--- src/rtl/seq_divider.sv ---
// seq_divider: multi-cycle signed restoring divider with overflow and divide-by-zero flags
module seq_divider #(
  parameter int WIDTH = 8
) (
  input  logic             clk,
  input  logic             reset,
  input  logic [WIDTH-1:0] dividend,
  input  logic [WIDTH-1:0] divisor,
  input  logic             start,
  output logic [WIDTH-1:0] quotient,
  output logic [WIDTH-1:0] remainder,
  output logic             busy,
  output logic             done,
  output logic             ofFlag,
  output logic             dbzFlag
);
  localparam int CW = $clog2(WIDTH + 1);
  typedef enum logic [1:0] {IDLE, CALC, FIX} state_t;
  state_t state, state_nx;
  logic [WIDTH-1:0] q_mag, d_mag, dvd, rem, q_fix, r_fix;
  logic [WIDTH:0] shifted, trial;
  logic [CW-1:0] cnt;
  logic sign_a, sign_b, dbz, ovf, accept, zero_div;
  assign accept = state == IDLE && start;
  assign zero_div = divisor == '0;
  assign busy = state != IDLE;
  assign shifted = {rem, q_mag[WIDTH-1]};
  assign trial = shifted - {1'b0, d_mag};
  always_ff @(posedge clk or posedge reset)
    if (reset) state <= IDLE;
    else state <= state_nx;
  always_comb begin
    state_nx = state;
    q_fix = (sign_a ^ sign_b) ? -q_mag : q_mag;
    r_fix = sign_a ? -rem : rem;
    state_nx = accept ? (zero_div ? FIX : CALC)
             : state == CALC ? (cnt == CW'(1) ? FIX : CALC)
             : state == FIX ? IDLE : state;
  end
  // The partial remainder stays below the divisor magnitude, so WIDTH bits hold it between steps
  always_ff @(posedge clk or posedge reset)
    if (reset) begin
      q_mag <= '0;
      d_mag <= '0;
      dvd <= '0;
      rem <= '0;
      cnt <= '0;
      sign_a <= 1'b0;
      sign_b <= 1'b0;
      dbz <= 1'b0;
      ovf <= 1'b0;
      quotient <= '0;
      remainder <= '0;
      done <= 1'b0;
      ofFlag <= 1'b0;
      dbzFlag <= 1'b0;
    end else begin
      done <= state == FIX;
      if (accept) begin
        dvd <= dividend;
        sign_a <= dividend[WIDTH-1];
        sign_b <= divisor[WIDTH-1];
        q_mag <= dividend[WIDTH-1] ? -dividend : dividend;
        d_mag <= divisor[WIDTH-1] ? -divisor : divisor;
        rem <= '0;
        cnt <= CW'(WIDTH);
        dbz <= zero_div;
        ovf <= dividend == {1'b1, {(WIDTH-1){1'b0}}} && &divisor;
      end
      if (state == CALC) begin
        rem <= trial[WIDTH] ? shifted[WIDTH-1:0] : trial[WIDTH-1:0];
        q_mag <= {q_mag[WIDTH-2:0], ~trial[WIDTH]};
        cnt <= cnt - CW'(1);
      end
      if (state == FIX) begin
        quotient <= dbz ? '0 : q_fix;
        remainder <= dbz ? dvd : r_fix;
        dbzFlag <= dbz;
        ofFlag <= ovf && !dbz;
      end
    end
endmodule

--- config.mk ---
export PLATFORM = sky130hd
export DESIGN_NAME = seq_divider
export DESIGN_NICKNAME = d
export VERILOG_FILES = /design/src/rtl/seq_divider.sv
export SDC_FILE = /design/constraint.sdc
export NUM_CORES = 1
export LEC_CHECK = 0
export CAP_MARGIN = 20
export CORE_MARGIN = 4
export CORE_UTILIZATION = 55
export DETAILED_ROUTE_END_ITERATION = 6
export HOLD_SLACK_MARGIN = 0.12
export PLACE_DENSITY = 0.87
export SETUP_SLACK_MARGIN = 0.3
export SYNTH_ARGS = -nofsm -noshare
export SYNTH_HDL_FRONTEND = slang
export SYNTH_SLANG_ARGS = --single-unit
--- constraint.sdc ---
create_clock -name clk -period 2.8 [get_ports clk]
set_input_delay 0.56 -clock clk [delete_from_list [all_inputs] [get_ports clk]]
set_output_delay 0.56 -clock clk [all_outputs]
set_load 0.01 [all_outputs]
Yosys cells after proc, flatten, opt, wreduce, memory -nomap -nowiden
Cells that the tools add are included.
{"block": "op_classes", "addsub": 6, "mux": 18, "eq_ne": 4, "bitwise_logic": 2, "n_reduce_logical": 10}
{"cell": "two-way mux 8 bit", "n": 11}
{"cell": "negator 8 bit", "n": 4}
{"cell": "two-way mux 2 bit", "n": 5}
{"cell": "subtractor 9 x 8 -> 9 bit", "n": 1}
{"cell": "== test 8 bit, second input constant", "n": 1}
{"cell": "zero test 8 bit", "n": 1}
{"cell": "two-way mux 4 bit", "n": 2}
{"cell": "AND reduction 8 bit", "n": 1}
{"cell": "== test 4 x 1 -> 1 bit, second input constant", "n": 1}
{"cell": "nonzero test 2 bit", "n": 2}
{"cell": "subtractor 4 x 1 -> 4 bit, second input constant", "n": 1}
{"cell": "logical AND 1 bit", "n": 3}
{"cell": "nonzero test 3 bit", "n": 1}
{"cell": "== test 2 x 1 -> 1 bit, second input constant", "n": 1}
{"cell": "== test 2 bit, second input constant", "n": 1}
{"cell": "zero test 2 bit", "n": 1}
{"cell": "zero test 1 bit", "n": 1}
{"cell": "inverter 1 bit", "n": 1}
{"cell": "bitwise XOR 1 bit", "n": 1}
{"block": "totals", "regBits": 61, "output_inout_bits": 20}

Depth between registers and ports, before layout
{"block": "logic_depth", "word_depth": 4, "depth_mapped": 9, "ltp_nobuf": 9}

Least setup slack after synthesis
No wires, ideal clock.
{"block": "synth_path", "path_type": "register to register", "startpoint": "register q_mag[7]", "endpoint": "register rem[2]", "period_less_slack_ps": 2140, "setup_ps": 132, "arrival_time_ps": 2008, "required_ps": 2668, "path_stages_with_launch": 10, "path_buffers": 0, "setup_slack_ps": 660, "cell_sequence": "dfrtp_1 > inv_1 > ha_1 > fa_1 > nor2b_4 > o2111ai_1 > a211o_1 > nand3_4 > mux2i_1 > o21ai_1"}
{"block": "synth_via", "elab_chain_cells": 3}
{"element": "start: declaration", "line_no": "20", "source": "logic [WIDTH-1:0] q_mag, d_mag, dvd, rem, q_fix, r_fix;"}
{"element": "start signal: assignment", "line_no": "63", "source": "q_mag <= dividend[WIDTH-1] ? -dividend : dividend;"}
{"element": "start signal: assignment", "line_no": "72", "source": "q_mag <= {q_mag[WIDTH-2:0], ~trial[WIDTH]};"}
{"element": "subtractor 9 x 8 -> 9 bit", "line_no": "28", "source": "assign trial = shifted - {1'b0, d_mag};"}
{"element": "two-way mux 8 bit", "line_no": "71", "source": "rem <= trial[WIDTH] ? shifted[WIDTH-1:0] : trial[WIDTH-1:0];"}
{"element": "two-way mux 8 bit", "line_no": "70", "source": "if (state == CALC) begin"}
{"element": "end signal: assignment", "line_no": "71"}
{"element": "end: declaration", "line_no": "20"}
No other way between the ends.
A chain may end at the register's enable or synchronous reset.

Worst setup path in the final report
Same ends and word-level chain as after synthesis.

==> flow_metrics.tcl <==
set metrics [dict create \
    synth.cells.most_frequent "sky130_fd_sc_hd__nand2_1 (72), sky130_fd_sc_hd__dfrtp_1 (60), sky130_fd_sc_hd__o21ai_0 (39), sky130_fd_sc_hd__inv_1 (23), sky130_fd_sc_hd__nor2_1 (19)" \
    grt_first_pass_wirelength_um 13000 \
    clockRootBuffer "sky130_fd_sc_hd__clkbuf_8" \
    arrival_time_at_the_worst_endpoint_ps 2610 \
    timing.final.crit_share_pct 86.0 \
    synth.lib_cells_used.distinct 50 \
    post_drt_wl_per_cell_um 15.6 \
    placement.setup.worst_slack_ps 465 \
    floorplan.rows 28 \
    number_of_synthesized_register_bits 60 \
    finalHoldViolCount 0 \
    dieWidth_um 86.9 \
    max-clock-path-buffers 2 \
    yosysSeqAreaShare_pct 43.9 \
    post-synth-top-count-cell "sky130_fd_sc_hd__nand2_1" \
    synth_edf_count 0 \
    crit_type "reg2reg" \
    clock_sinks 60 \
    die_y_um 86.9 \
    setup_total_negative_slack_ps 0 \
    clock_latency_ps 340 \
    minimum_clock_period_after_layout_ps 2410 \
    setup_slack_ps 392 \
    cp.required_ps 3000 \
    cts_hold_repair.buffers 0 \
    synthesis.area_mm2 0.00342 \
    first_global_vias 2747 \
    p_leak_nw 1.86 \
    synthesis_warning_total 0 \
    drcViolationCount 0 \
    cts_post_setup_buffers_inserted 0 \
    top_reg_cell_synth "sky130_fd_sc_hd__dfrtp_1" \
    vias_per_cell 5.66 \
    io_buffer_count 38 \
    synthesized_netlist_net_count 413 \
    timing.critical_path.to_type "flop" \
    buffering_stage_count_on_the_worst_path_with_inverters_included 1 \
    crit_path_cell_trace "inv_1, ha_1, fa_1, nor2b_4, o2111ai_1, a211o_1, nand3_4, mux2i_1, o21ai_1" \
    dr.first_iter.drc_count 200 \
    yosys.area.top_type_share_pct 43.9 \
    routed_wirelength_um 7730 \
    vdd_ir_drop_max_uv 343 \
    crit_path_leading_delay_family "adder cells" \
    drive_above_1_share_pct 6.41 \
    antenna_left 0 \
    post_synth_inst_count 378 \
    gp_routability_congestion 0.891 \
    holdCritPathClass "reg2reg" \
    result_of_the_run "completed" \
    worstSetupStartpointType "flop" \
    critPathSlowestCell "sky130_fd_sc_hd__fa_1" \
    cts.repair.resized 0 \
    crit_fanout 9 \
    postSynth.asyncResetShare_pct 100 \
    post_synthesis_mean_instance_area_um2 9.05 \
    core_region_area_mm2 0.00599 \
    grt_overflow_total 0 \
    max_freq_mhz 415 \
    relSlewSlack_pct 56.5 \
    grt_max_degree 36 \
    number_of_diodes 0 \
    synthTopCellsByArea "sky130_fd_sc_hd__dfrtp_1 (44%), sky130_fd_sc_hd__nand2_1 (7.9%), sky130_fd_sc_hd__o21ai_0 (5.7%)" \
    detailroute.via_count 2807 \
    power-per-cell-area_mw_per_mm2 463 \
    finalSetupViolations 0 \
    area_overhead_vs_synth_pct 20.1 \
    tightestPinTransition_ps 653 \
    num-nets-final 452 \
    place_hpwl_um 5670 \
    cts_max_level 3 \
    pin_count 39 \
    track_usage_pct 22.2 \
    post-synth-top-area-cell "sky130_fd_sc_hd__dfrtp_1" \
    antenna_violations_before_repair 0 \
    r2r_setup_slack_ps 390 \
    clk_transition_reported_paths_ps 60 \
    grt_setup_unrepaired "false" \
    tritoncts "done" \
    drt_first_pass_iters 4 \
    design.die.area_mm2 0.00755 \
    total_of_max_cap_violations 0 \
    tritoncts.num_buffers 9 \
    longest_individual_stage_delay_on_the_worst_path_ps 460 \
    start_util_pct 57.1 \
    timing.final.max_slew_violations 0 \
    timing.clock.skew_ps 8.36 \
]
[routing by layer]
metal / share of wire, % / routed length, um / GRT usage (%) / vias to the layer above
met5: 0 / 0 / 0 / -
met1: 43 / 3340 / 28.3 / 1309
li1: - / - / - / 1370
met3: 5.9 / 455 / 3.60 / 19
met4: 2.5 / 196 / 10.6 / 0
met2: 48 / 3730 / 36.6 / 109
[worst reg2reg max path, delay by kind of cell (launching register included)]
family / cells / cell delay, ps
buffers and inverters: 1 / 70
AO/OA/AOI/OAI: 3 / 610
flip-flops: 1 / 390
AND/OR/NAND/NOR: 2 / 310
adder cells (fa/ha/maj): 2 / 690
multiplexers: 1 / 230
[cell usage in the layout, fill, tap and decap left out, types with 2 or more instances in the layout]
| master | n |
|---|---|
| sky130_fd_sc_hd__xnor2_1 | 14 |
| sky130_fd_sc_hd__dfrtp_1 | 60 |
| sky130_fd_sc_hd__bufinv_16 | 3 |
| sky130_fd_sc_hd__nor2_1 | 19 |
| sky130_fd_sc_hd__nor3_1 | 7 |
| sky130_fd_sc_hd__nand2_1 | 72 |
| sky130_fd_sc_hd__a22oi_1 | 6 |
| sky130_fd_sc_hd__xor2_1 | 14 |
| sky130_fd_sc_hd__nand3b_1 | 2 |
| sky130_fd_sc_hd__o41ai_1 | 2 |
| sky130_fd_sc_hd__or3_1 | 2 |
| sky130_fd_sc_hd__nand3_1 | 8 |
| sky130_fd_sc_hd__inv_1 | 22 |
| sky130_fd_sc_hd__buf_4 | 6 |
| sky130_fd_sc_hd__o21ai_1 | 7 |
| sky130_fd_sc_hd__clkdlybuf4s50_1 | 38 |
| sky130_fd_sc_hd__o21ai_0 | 39 |
| sky130_fd_sc_hd__nor2b_1 | 3 |
| sky130_fd_sc_hd__a21oi_1 | 11 |
| sky130_fd_sc_hd__o31ai_1 | 6 |
| sky130_fd_sc_hd__nor3b_1 | 2 |
| sky130_fd_sc_hd__mux2i_1 | 13 |
| sky130_fd_sc_hd__clkbuf_8 | 10 |
| sky130_fd_sc_hd__nand2b_1 | 4 |
| sky130_fd_sc_hd__a31oi_1 | 3 |
| sky130_fd_sc_hd__nand4_1 | 3 |
| sky130_fd_sc_hd__ha_1 | 15 |
| sky130_fd_sc_hd__a21o_1 | 5 |
[cell families (layout without fill, tap and decap cells)]
| group | count (synthesis) | count (layout) | share of synthesized area (%) |
|---|---|---|---|
| xor gates and xnor gates | 28 | 28 | 7.17 |
| DFF | 60 | 60 | 43.9 |
| buffers and inverters | 40 | 83 | 5.16 |
| muxes | 14 | 14 | 4.13 |
| adders and majority gates | 16 | 16 | 6.07 |
| and+or+nand+nor | 131 | 131 | 17.7 |
| AOI/OAI and AO/OA | 89 | 89 | 15.8 |
[final timing paths]
check,start,depth (start not counted),end
worst max-delay path,q_mag[7],9,rem[2]
worst min-delay path,remainder[5],2,remainder[5]
worst max register to register,q_mag[7],9,rem[2]
worst min register to register,remainder[5],2,remainder[5]
max in group asynchronous,reset,3,d_mag[5]
min in group asynchronous,reset,2,quotient[4]
[flip-flops by register name (all words and copies together) (netlist names)]
register and cells:
sign_b 1, cnt 4, ovf 1, ofFlag 1, dvd 8, quotient 8
dbz 1, dbzFlag 1, d_mag 8, q_mag 8, remainder 8, rem 8
done 1, state 2
[report_power, final]
part	total [mW]	switching, mW	internal [mW]
combinational	0.0892	0.0488	0.0404
clock	0.945	0.334	0.611
sequential	0.867	0	0.867
total	1.90	0.383	1.52
[area by class of cell]
cell class | count | area, um2
Clock buffer | 11 | 141
Clock inverter | 4 | 97.6
Fill cell | 461 | 1880
Inverter | 23 | 86.3
Multi-Input combinational cell | 278 | 1740
Sequential cell | 60 | 1500
Tap cell | 75 | 93.8
Timing Repair Buffer | 45 | 445
[through the flow]
stage	instance area (um2)	cells	util [%]	total power, mW	hold slack (ps)
finish	4110	496	68.6	1.90	480
global placement	3870	481	64.6	0.970	461
global route	4110	496	68.6	1.96	511
floorplan	3420	378	-	0.924	444
detailed placement	3870	481	64.6	0.973	468
CTS	4110	496	68.6	1.92	484
No activity file was read; power rests on OpenSTA's default activity.
